`src/rtl/rv_mini_core.sv`:
```
// rv_mini_core: minimal RV32I integer core, one instruction in flight over a req/gnt/rvalid fetch bus.
// Define CORE_SHIFT_EN to implement SLL/SRL/SRA and their immediate forms; otherwise they execute as NOP.
module rv_mini_core #(
  parameter logic [31:0] REG_RESET_VAL = 32'h0,
  parameter bit          BOOT_ON_RESET = 1'b0
) (
  input  logic        clk,
  input  logic        rst_n,
  output logic        instr_req_o,
  output logic [31:0] instr_addr_o,
  input  logic [31:0] instr_rdata_i,
  input  logic        instr_rvalid_i,
  input  logic        instr_gnt_i,
  input  logic        fetch_en_i,
  input  logic [31:0] pc_start_addr_i
);
`ifdef CORE_SHIFT_EN
  localparam bit SHIFT_EN = 1'b1;
`else
  localparam bit SHIFT_EN = 1'b0;
`endif
  localparam logic [6:0] OP_LUI = 7'h37, OP_AUIPC = 7'h17, OP_JAL = 7'h6f, OP_JALR = 7'h67;
  localparam logic [6:0] OP_BR = 7'h63, OP_IMM = 7'h13, OP_REG = 7'h33;
  typedef enum logic [1:0] {IDLE, FETCH, WAIT, EXEC} state_t;
  state_t      state_q, state_d;
  logic [31:0] pc_q, pc_d, ir_q, ir_d;
  logic        booted_q, booted_d;
  logic [31:0] rf_q [32];
  logic [31:0] rf_d [32];
  logic [6:0]  opcode, funct7;
  logic [4:0]  rd, rs1, rs2, shamt;
  logic [2:0]  funct3;
  logic [31:0] imm_i, imm_u, imm_b, imm_j, rs1_v, rs2_v, op_b, sra_v, alu_v, wb_v, pc_next;
  logic        f7_ok, alu_ok, lt, ltu, taken, wb_en;

  assign opcode = ir_q[6:0];
  assign rd     = ir_q[11:7];
  assign funct3 = ir_q[14:12];
  assign rs1    = ir_q[19:15];
  assign rs2    = ir_q[24:20];
  assign funct7 = ir_q[31:25];
  assign imm_i  = {{20{ir_q[31]}}, ir_q[31:20]};
  assign imm_u  = {ir_q[31:12], 12'h0};
  assign imm_b  = {{19{ir_q[31]}}, ir_q[31], ir_q[7], ir_q[30:25], ir_q[11:8], 1'b0};
  assign imm_j  = {{11{ir_q[31]}}, ir_q[31], ir_q[19:12], ir_q[20], ir_q[30:21], 1'b0};
  assign rs1_v  = rs1 == 5'd0 ? 32'h0 : rf_q[rs1];
  assign rs2_v  = rs2 == 5'd0 ? 32'h0 : rf_q[rs2];
  assign op_b   = opcode == OP_REG ? rs2_v : imm_i;
  assign shamt  = op_b[4:0];
  assign sra_v  = $signed(rs1_v) >>> shamt;
  assign lt     = $signed(rs1_v) < $signed(rs2_v);
  assign ltu    = rs1_v < rs2_v;
  assign taken  = funct3[2] ? ((funct3[1] ? ltu : lt) ^ funct3[0])
                            : (!funct3[1] && ((rs1_v == rs2_v) ^ funct3[0]));
  // OP-IMM non-shift forms carry immediate bits in funct7; everything else must match exactly
  assign f7_ok  = (opcode == OP_IMM && funct3[1:0] != 2'b01) || funct7 == 7'h00 ||
                  (funct7 == 7'h20 && (funct3 == 3'd5 || (funct3 == 3'd0 && opcode == OP_REG)));
  assign alu_ok = f7_ok && (SHIFT_EN || funct3[1:0] != 2'b01);

  always_comb begin
    alu_v = 32'h0;
    case (funct3)
      3'd0: alu_v = opcode == OP_REG && funct7[5] ? rs1_v - op_b : rs1_v + op_b;
      3'd1: alu_v = rs1_v << shamt;
      3'd2: alu_v = {31'h0, $signed(rs1_v) < $signed(op_b)};
      3'd3: alu_v = {31'h0, rs1_v < op_b};
      3'd4: alu_v = rs1_v ^ op_b;
      3'd5: alu_v = funct7[5] ? sra_v : rs1_v >> shamt;
      3'd6: alu_v = rs1_v | op_b;
      default: alu_v = rs1_v & op_b;
    endcase
  end

  always_comb begin
    wb_en   = 1'b0;
    wb_v    = pc_q + 32'd4;
    pc_next = pc_q + 32'd4;
    case (opcode)
      OP_LUI:   begin wb_en = 1'b1; wb_v = imm_u; end
      OP_AUIPC: begin wb_en = 1'b1; wb_v = pc_q + imm_u; end
      OP_JAL:   begin wb_en = 1'b1; pc_next = pc_q + imm_j; end
      OP_JALR:  if (funct3 == 3'd0) begin wb_en = 1'b1; pc_next = (rs1_v + imm_i) & ~32'h1; end
      OP_BR:    pc_next = taken ? pc_q + imm_b : pc_q + 32'd4;
      OP_IMM, OP_REG: begin wb_en = alu_ok; wb_v = alu_v; end
      default:  ;
    endcase
  end

  always_comb begin
    state_d  = state_q;
    pc_d     = pc_q;
    ir_d     = ir_q;
    booted_d = booted_q;
    rf_d     = rf_q;
    case (state_q)
      IDLE: if (fetch_en_i || (BOOT_ON_RESET && !booted_q)) begin
        state_d = FETCH;
        if (!booted_q) begin pc_d = pc_start_addr_i; booted_d = 1'b1; end
      end
      FETCH: state_d = instr_gnt_i ? WAIT : FETCH;
      WAIT: if (instr_rvalid_i) begin ir_d = instr_rdata_i; state_d = EXEC; end
      default: begin
        pc_d = pc_next;
        if (wb_en && rd != 5'd0) rf_d[rd] = wb_v;
        state_d = fetch_en_i ? FETCH : IDLE;
      end
    endcase
  end

  always_ff @(posedge clk or negedge rst_n) begin
    if (!rst_n) begin
      state_q  <= IDLE;
      pc_q     <= 32'h0;
      ir_q     <= 32'h0;
      booted_q <= 1'b0;
      rf_q     <= '{default: REG_RESET_VAL};
    end else begin
      state_q  <= state_d;
      pc_q     <= pc_d;
      ir_q     <= ir_d;
      booted_q <= booted_d;
      rf_q     <= rf_d;
    end
  end

  assign instr_req_o  = state_q == FETCH;
  assign instr_addr_o = pc_q;
endmodule

```
`config.mk`:
```
export PLATFORM = sky130hd
export DESIGN_NAME = rv_mini_core
export DESIGN_NICKNAME = d
export VERILOG_FILES = /design/src/rtl/rv_mini_core.sv
export SDC_FILE = /design/constraint.sdc
export NUM_CORES = 2
export LEC_CHECK = 0
export BUFFER_PORTS_ARGS = -buffer_cell sky130_fd_sc_hd__buf_4
export CAP_MARGIN = 20
export CORE_UTILIZATION = 54
export CTS_BUF_LIST = sky130_fd_sc_hd__clkbuf_4 sky130_fd_sc_hd__clkbuf_8 sky130_fd_sc_hd__clkbuf_16
export DETAILED_ROUTE_END_ITERATION = 8
export PLACE_DENSITY_LB_ADDON = 0.12
export SETUP_SLACK_MARGIN = 0.5
export SLEW_MARGIN = 20
export SYNTH_ARGS = -nofsm -noshare
export SYNTH_HDL_FRONTEND = slang
export SYNTH_SLANG_ARGS = --single-unit
export TNS_END_PERCENT = 10
```
`constraint.sdc`:
```
create_clock -name clk -period 7.36 [get_ports clk]
set_input_delay 2.208 -clock clk [delete_from_list [all_inputs] [get_ports clk]]
set_output_delay 2.208 -clock clk [all_outputs]
set_load 0.03 [all_outputs]
```
# After elaboration in Yosys (flattened, before gate mapping)
# Cells that the tools add are included.
[op_classes] order_cmp=8 mux=31 eq_ne=21 n_bitwise=10 n_reduce_logical=27 addsub=7 shifts=3
[op_table] op="1024-bit bitwise mux" n=1
[op_table] op="32-bit two-way mux" n=14
[op_table] op="32-bit binary-select mux with 5-bit select" n=2
[op_table] op="32-bit one-hot mux with 7 select lines" n=1
[op_table] op="32-bit one-hot mux with 3 select lines" n=2
[op_table] op="32-bit adder" n=5
[op_table] op="32-bit demux with 5-bit select" n=1
[op_table] op="32-bit < comparator" n=4
[op_table] op="32-bit one-hot mux with 2 select lines" n=1
[op_table] op="32-bit by 3-bit adder with 32-bit output, second input constant" n=1
[op_table] op="32-bit bitwise AND" n=1
[op_table] op="32-bit == test" n=1
[op_table] op="32-bit bitwise OR" n=1
[op_table] op="32-bit by 5-bit left shift with 32-bit output" n=1
[op_table] op="32-bit by 5-bit >> shifter with 32-bit output" n=1
[op_table] op="32-bit by 5-bit >>> shifter with 32-bit output" n=1
[op_table] op="32-bit subtractor" n=1
[op_table] op="32-bit bitwise XOR" n=1
[op_table] op="7-bit by 6-bit == test with 1-bit output, second input constant" n=3
[op_table] op="7-bit == test, second input constant" n=3
[op_table] op="6-bit greater-or-equal comparator, second input constant" n=3
[op_table] op="5-bit inverter with 6-bit output" n=3
[op_table] op="7-bit by 5-bit == test with 1-bit output, second input constant" n=2
[op_table] op="5-bit zero test" n=2
[op_table] op="25 further kinds" n=51
[totals] word_cells=143 in_bits=69 output_inout_bits=33 register_bits=1091

# Logic depth before layout (Yosys ltp)
[depth] depth_word=12 depth_mapped=29 depth_no_buf=21

# Worst setup path before layout
# Ideal clock, no wire load.
[synth_path] path_kind="register -> register" start="register ir_q[20]" end="register pc_q[16] (netlist: instr_addr_o[16])" t_arrival_ns=6.626 stages_incl_launch_ff=28 slack_ns=0.613 setup_time_ns=0.121 t_required_ns=7.239 path_buffers=9 synth_period_minus_slack_ns=6.747 path_cell_list="dfrtp_1 > buf_4 > buf_6 > buf_6 > buf_2 > buf_2 > clkbuf_1 > buf_1 > buf_1 > mux2i_1 > o221ai_1 > a21oi_1 > nor3b_1 > o21ai_0 > ha_1 > and4_1 > nand3_1 > nor3_1 > nand3_1 > a2111oi_0 > a211oi_1 > xnor2_1 > nor4b_1 > o31a_1 > and2_1 > buf_1 > o221ai_1 > a22o_1"
[synth_between] elab_chain_cells=12 word_cells_on_any_way=20 classes_between="add/sub: 2; order compare: 2; eq/ne: 1; mux: 10; bitwise: 3; reduce/logical: 2"
[synth_rtl] element="start, declared" line="26" source="logic [31:0] pc_q, pc_d, ir_q, ir_d;"
[synth_rtl] element="start signal, assigned" line="120" source="ir_q <= ir_d;"
[synth_rtl] element="5-bit inverter with 6-bit output (implied by the code)" line="47" source="assign rs2_v = rs2 == 5'd0 ? 32'h0 : rf_q[rs2];"
[synth_rtl] element="32-bit binary-select mux with 5-bit select" line="47"
[synth_rtl] element="32-bit two-way mux (implied by the code) (2 in a row)" line="47"
[synth_rtl] element="32-bit two-way mux" line="47"
[synth_rtl] element="32-bit < comparator (tied with other cells)" line="51" source="assign lt = $signed(rs1_v) < $signed(rs2_v);"
[synth_rtl] element="1-bit two-way mux or 1-bit bitwise XOR (tied branches)" line="53, 54"
[synth_rtl] element="1-bit bitwise XOR or 1-bit logical AND (tied branches)" line="53, 54"
[synth_rtl] element="1-bit two-way mux" line="53" source="assign taken = funct3[2] ? ((funct3[1] ? ltu : lt) ^ funct3[0])"
[synth_rtl] element="32-bit two-way mux" line="83" source="OP_BR: pc_next = taken ? pc_q + imm_b : pc_q + 32'd4;"
[synth_rtl] element="32-bit one-hot mux with 3 select lines (*)" line="78" source="case (opcode)"
[synth_rtl] element="32-bit one-hot mux with 2 select lines (*)" line="95" source="case (state_q)"
[synth_rtl] element="end signal, assigned" line="119" source="pc_q <= pc_d;"
[synth_rtl] element="end, declared" line="26"
# Every way passes the cells marked *; elsewhere a longest branch is shown, timed or not. The select of a mux whose other input is x is not followed.
# A chain may end at the register's enable or synchronous reset.

# Worst setup path after layout
[layout_path] start="register ir_q[15]" end="register rf_q[223] (netlist name)"
[layout_between] elab_chain_cells=10 word_cells_on_any_way=20 classes_between="add/sub: 3; shift: 3; mux: 9; bitwise: 4; reduce/logical: 1"
[layout_rtl] element="5-bit inverter with 6-bit output (implied by the code)" line="46" source="assign rs1_v = rs1 == 5'd0 ? 32'h0 : rf_q[rs1];"
[layout_rtl] element="32-bit binary-select mux with 5-bit select" line="46"
[layout_rtl] element="32-bit two-way mux (implied by the code) (2 in a row)" line="46"
[layout_rtl] element="32-bit two-way mux" line="46"
[layout_rtl] element="32-bit adder (tied with other cells)" line="63" source="3'd0: alu_v = opcode == OP_REG && funct7[5] ? rs1_v - op_b : rs1_v + op_b;"
[layout_rtl] element="32-bit two-way mux (on tied branches)" line="63, 68"
[layout_rtl] element="32-bit one-hot mux with 7 select lines" line="62" source="case (funct3)"
[layout_rtl] element="32-bit one-hot mux with 3 select lines (*)" line="78"
[layout_rtl] element="1024-bit bitwise mux (*)" line="104" source="if (wb_en && rd != 5'd0) rf_d[rd] = wb_v;"
[layout_rtl] element="end signal, assigned" line="122" source="rf_q <= rf_d;"
[layout_rtl] element="end, declared" line="28" source="logic [31:0] rf_q [32];"
# Marks and branches as above.

==> results by stage <==
Clock network:
- The CTS root buffer is sky130_fd_sc_hd__clkbuf_16.
- The clock-pin slew on the worst setup and hold paths is ~0.07 ns.
- TritonCTS built the clock tree.
- Buffers inserted during clock tree synthesis total between 100 and 150.
- The total number of clock tree sinks is around 1100.
- After clock tree synthesis, the flow added hold-fix buffers numbering 0.
- The number of buffers on the longest clock path is 3.
- The later pin in the worst-skew pair is clocked with a latency of a little over 0.8 ns.
- The clock tree synthesis step divided the H-tree into 3 levels.

Final layout:
- In the final layout, the share of cells above drive strength 1 is 0.256.
- After filler insertion, the fill cell instance count of the layout stands at ~12000.
- The library cell used most frequently in the layout, excluding fill and tap cells, is sky130_fd_sc_hd__dfrtp_1.
- The number of nets in the final layout is approximately 7700.
- Relative to the synthesized area, the layout overhead comes to 12.5%.
- In the layout the commonest cells are sky130_fd_sc_hd__dfrtp_1 (1080), sky130_fd_sc_hd__nand2_1 (671), sky130_fd_sc_hd__mux2_2 (623), sky130_fd_sc_hd__mux2i_1 (522), sky130_fd_sc_hd__o21ai_0 (481).

Drt:
- The violation count after the first detailed-routing iteration is around 8600.
- Before antenna repair, the detailed router went through 8 iterations.
- The via count is approximately 67000.
- The post-detailed-route via-to-cell ratio is ~7.
- The total routed wirelength is between 300000 and 400000 µm.
- In the routed design, unresolved DRC markers number 0.
- The mean routed wirelength per cell is about 35 µm.
- In this run the remaining antenna-violating nets after routing total 0.

Synthesis:
- The average cell area after synthesis is between 10 and 15 µm².
- After synthesis, the share of flip-flops with an asynchronous set or reset is 1.00.
- The net count after synthesis is 7745.
- The number of warnings issued by yosys is 0.
- The flip-flop and latch count after synthesis is 1091.
- The synthesized cell area is 0.0750 mm².
- The number of instances in the synthesized netlist is 7452.
- The most used flip-flop cell after synthesis is sky130_fd_sc_hd__dfrtp_1.
- The number of enable-type register cells in the synthesized netlist is 0.
- Of the synthesized area, sequential elements account for 0.364.
- In this run, distinct cell masters in the synthesized netlist total roughly 110.

Job:
- The number of max-cap violations is 0.

Global routing:
- The wire length of the first global-routing pass is roughly 460000 µm.
- The number of global-route vias before repair is roughly 64000.
- The number of antenna violations at the first check in global routing came to 15.
- Entering global routing, the biggest net connects 160 pins.
- The overflow left after global routing is 0.
- Across every metal layer, demand over resource in global routing totals 0.446.

Setup path:
- The startpoint identified for the worst register-to-register timing path is ir_q[15].
- The setup check on the worst reg-to-reg path leaves a slack of between 0.5 and 0.6 ns.
- The required time at the worst-slack endpoint is roughly 8.0 ns.
- The critical path is of the reg -> reg type.
- The worst setup path is captured at a flop.
- The worst setup path is launched from a flop.
- The worst path arrival time is between 7 and 8 ns.
- Of all nets on the critical path, the largest fanout is 31.
- The source of the critical timing path is ir_q[15].

Timing:
- The count of endpoints failing hold in the final timing report is 0.
- The headroom to the max-slew limit is 0.157.
- The final max-slew violation count is 0.
- The setup-violating endpoint count in the final report is 0.
- The part of the cycle the worst path needs is 0.927.
- After layout, the worst setup slack is between 0.5 and 0.6 ns.
- Across the routed clock network, the largest skew measured is a little over 0.06 ns.
- Setup repair after global routing left no endpoint under its margin.
- Summed over all failing endpoints, the final setup total negative slack is 0 ns.
- The pin slew with the least headroom to its limit is about 1.3 ns.
- Derived from the worst setup path, the maximum achievable clock frequency is roughly 0.15 GHz.
- The final critical path time including I/O delays and setup is 6.82 ns.

Die:
- The die extent in x is 375 µm.
- The die extent in y is between 300 and 400 µm.
- In this run the core area contains around 140 standard-cell rows.
- The number of primary I/O pins is approximately 100.
- The overall die area is approximately 0.14 mm².
- After floorplanning, the core was sized to cover 0.138 mm².
- For this configuration, the core starts out at a cell density of 0.545.

Placed design:
- Buffers placed on the I/O ports in this run total 101.
- The post-place setup slack is a little under 0.2 ns.
- The HPWL after detailed placement is 215000 µm.
- The placer's final routability congestion estimate is around 1.0.

Power and ir drop:
- Dividing total power by cell area gives a power density of roughly 450 mW/mm².
- Across the VDD grid, the largest voltage drop is approximately 270 µV.
- Summed over all cells, the static leakage comes to around 37 nW.

Status:
- The flow ran to the end, and the final reports show no timing, DRC or antenna violations.

Min path:
- The worst hold path begins at rf_q[1002].
- The min-delay analysis places its worst path in the category reg -> reg.
## worst max-delay path: stages (launching register included)
cell	delay [ns]
sky130_fd_sc_hd__dfrtp_4	0.58
sky130_fd_sc_hd__buf_4	0.22
sky130_fd_sc_hd__buf_12	0.28
sky130_fd_sc_hd__buf_6	0.23
sky130_fd_sc_hd__mux4_2	0.52
sky130_fd_sc_hd__mux2_2	0.28
sky130_fd_sc_hd__a221o_1	0.32
sky130_fd_sc_hd__nand3_2	0.17
sky130_fd_sc_hd__inv_2	0.14
sky130_fd_sc_hd__ha_1	0.27
sky130_fd_sc_hd__a211oi_1	0.31
sky130_fd_sc_hd__nor3_1	0.13
sky130_fd_sc_hd__a21oi_2	0.26
sky130_fd_sc_hd__o211ai_1	0.23
sky130_fd_sc_hd__buf_4	0.23
sky130_fd_sc_hd__a2111oi_2	0.33
sky130_fd_sc_hd__buf_4	0.18
sky130_fd_sc_hd__o41a_1	0.18
sky130_fd_sc_hd__nor2b_1	0.08
sky130_fd_sc_hd__o31ai_2	0.29
sky130_fd_sc_hd__a31oi_1	0.12
sky130_fd_sc_hd__o211ai_1	0.50
sky130_fd_sc_hd__o2111ai_4	0.30
sky130_fd_sc_hd__buf_12	0.25
sky130_fd_sc_hd__mux2_2	0.28
## state kept, by name (all words and copies together), names as in the netlist
signal	count
booted_q	1
state_q	2
ir_q	32
instr_addr_o	32
rf_q	1024
## Yosys cell counts (102+ instances only)
cell                       count  area [µm²]
sky130_fd_sc_hd__nor2_1      386        1450
sky130_fd_sc_hd__nand3_1     110         551
sky130_fd_sc_hd__a21oi_1     483        2420
sky130_fd_sc_hd__dfrtp_1    1091       27300
sky130_fd_sc_hd__inv_1       137         514
sky130_fd_sc_hd__a211oi_1    114         856
sky130_fd_sc_hd__buf_2       114         571
sky130_fd_sc_hd__o31ai_1     156        1170
sky130_fd_sc_hd__mux4_2      290        6530
sky130_fd_sc_hd__nand2_1     671        2520
sky130_fd_sc_hd__clkbuf_1    463        1740
sky130_fd_sc_hd__mux2i_1     525        5260
sky130_fd_sc_hd__nor3_1      102         510
sky130_fd_sc_hd__o22ai_1     173        1080
sky130_fd_sc_hd__mux2_2      623        7020
sky130_fd_sc_hd__ha_1        218        2730
sky130_fd_sc_hd__o21ai_0     490        2450
## power breakdown
group | switching [mW] | internal [mW] | total, mW
Sequential | 0.859 | 6.29 | 7.15
Combinational | 15.9 | 7.98 | 23.9
Clock | 2.73 | 3.81 | 6.54
## cells by family after synthesis
logic type	synth area share
xor+xnor	0.0119
flops	0.364
simple gates	0.105
buf+inv	0.0496
fa+ha+maj	0.0380
mux	0.260
compound gates	0.172
## routing by layer
layer  vias to the layer above  routed length (µm)  track usage
li1                      27800                   -            -
met4                        14               21000        0.252
met2                      4349              138000        0.654
met5                         -                  98            0
met3                      1049               36800        0.110
met1                     33700              126000        0.604
## through the flow
stage / cell area (µm²) / std cells / util / power, mW / hold slack (ns)
2_1_floorplan: 75000 / 7452 / - / 20.5 / 0.441
3_3_place_gp: 79000 / 9032 / 0.574 / 29.4 / 0.378
3_5_place_dp: 79100 / 9036 / 0.575 / 29.4 / 0.386
4_1_cts: 83700 / 9274 / 0.608 / 36.2 / 0.400
5_1_grt: 84400 / 9307 / 0.613 / 38.6 / 0.404
6_report: 84400 / 9314 / 0.613 / 37.6 / 0.400
## worst paths after layout
check                                    to  depth (start not counted)
hold / removal                   rf_q[1002]                          0
max in group asynchronous         rf_q[968]                          2
hold reg to reg                  rf_q[1002]                          0
min in group asynchronous  instr_addr_o[20]                          1
setup / recovery                  rf_q[223]                         24
setup reg to reg                  rf_q[223]                         24
## timing repair
item / in CTS / in global routing
pin swaps: 4 / 15
resized for setup: 21 / 79
cloned: 3 / 6
setup endpoints to repair: 129 / 360
setup buffers: 10 / 24
## layout make-up
class | count | area (µm²) | area share
inverter | 146 | 548 | 0.00649
tap | 1794 | 2240 | 0.0266
sequential | 1091 | 27300 | 0.324
antenna | 8 | 20.0 | 0.000237
multi-input combinational | 5523 | 44800 | 0.531
clock buffer | 168 | 3530 | 0.0418
clock inverter | 57 | 762 | 0.00903
timing repair buffer | 527 | 5140 | 0.0609
Note: power is estimated with default switching activity, not from simulation.
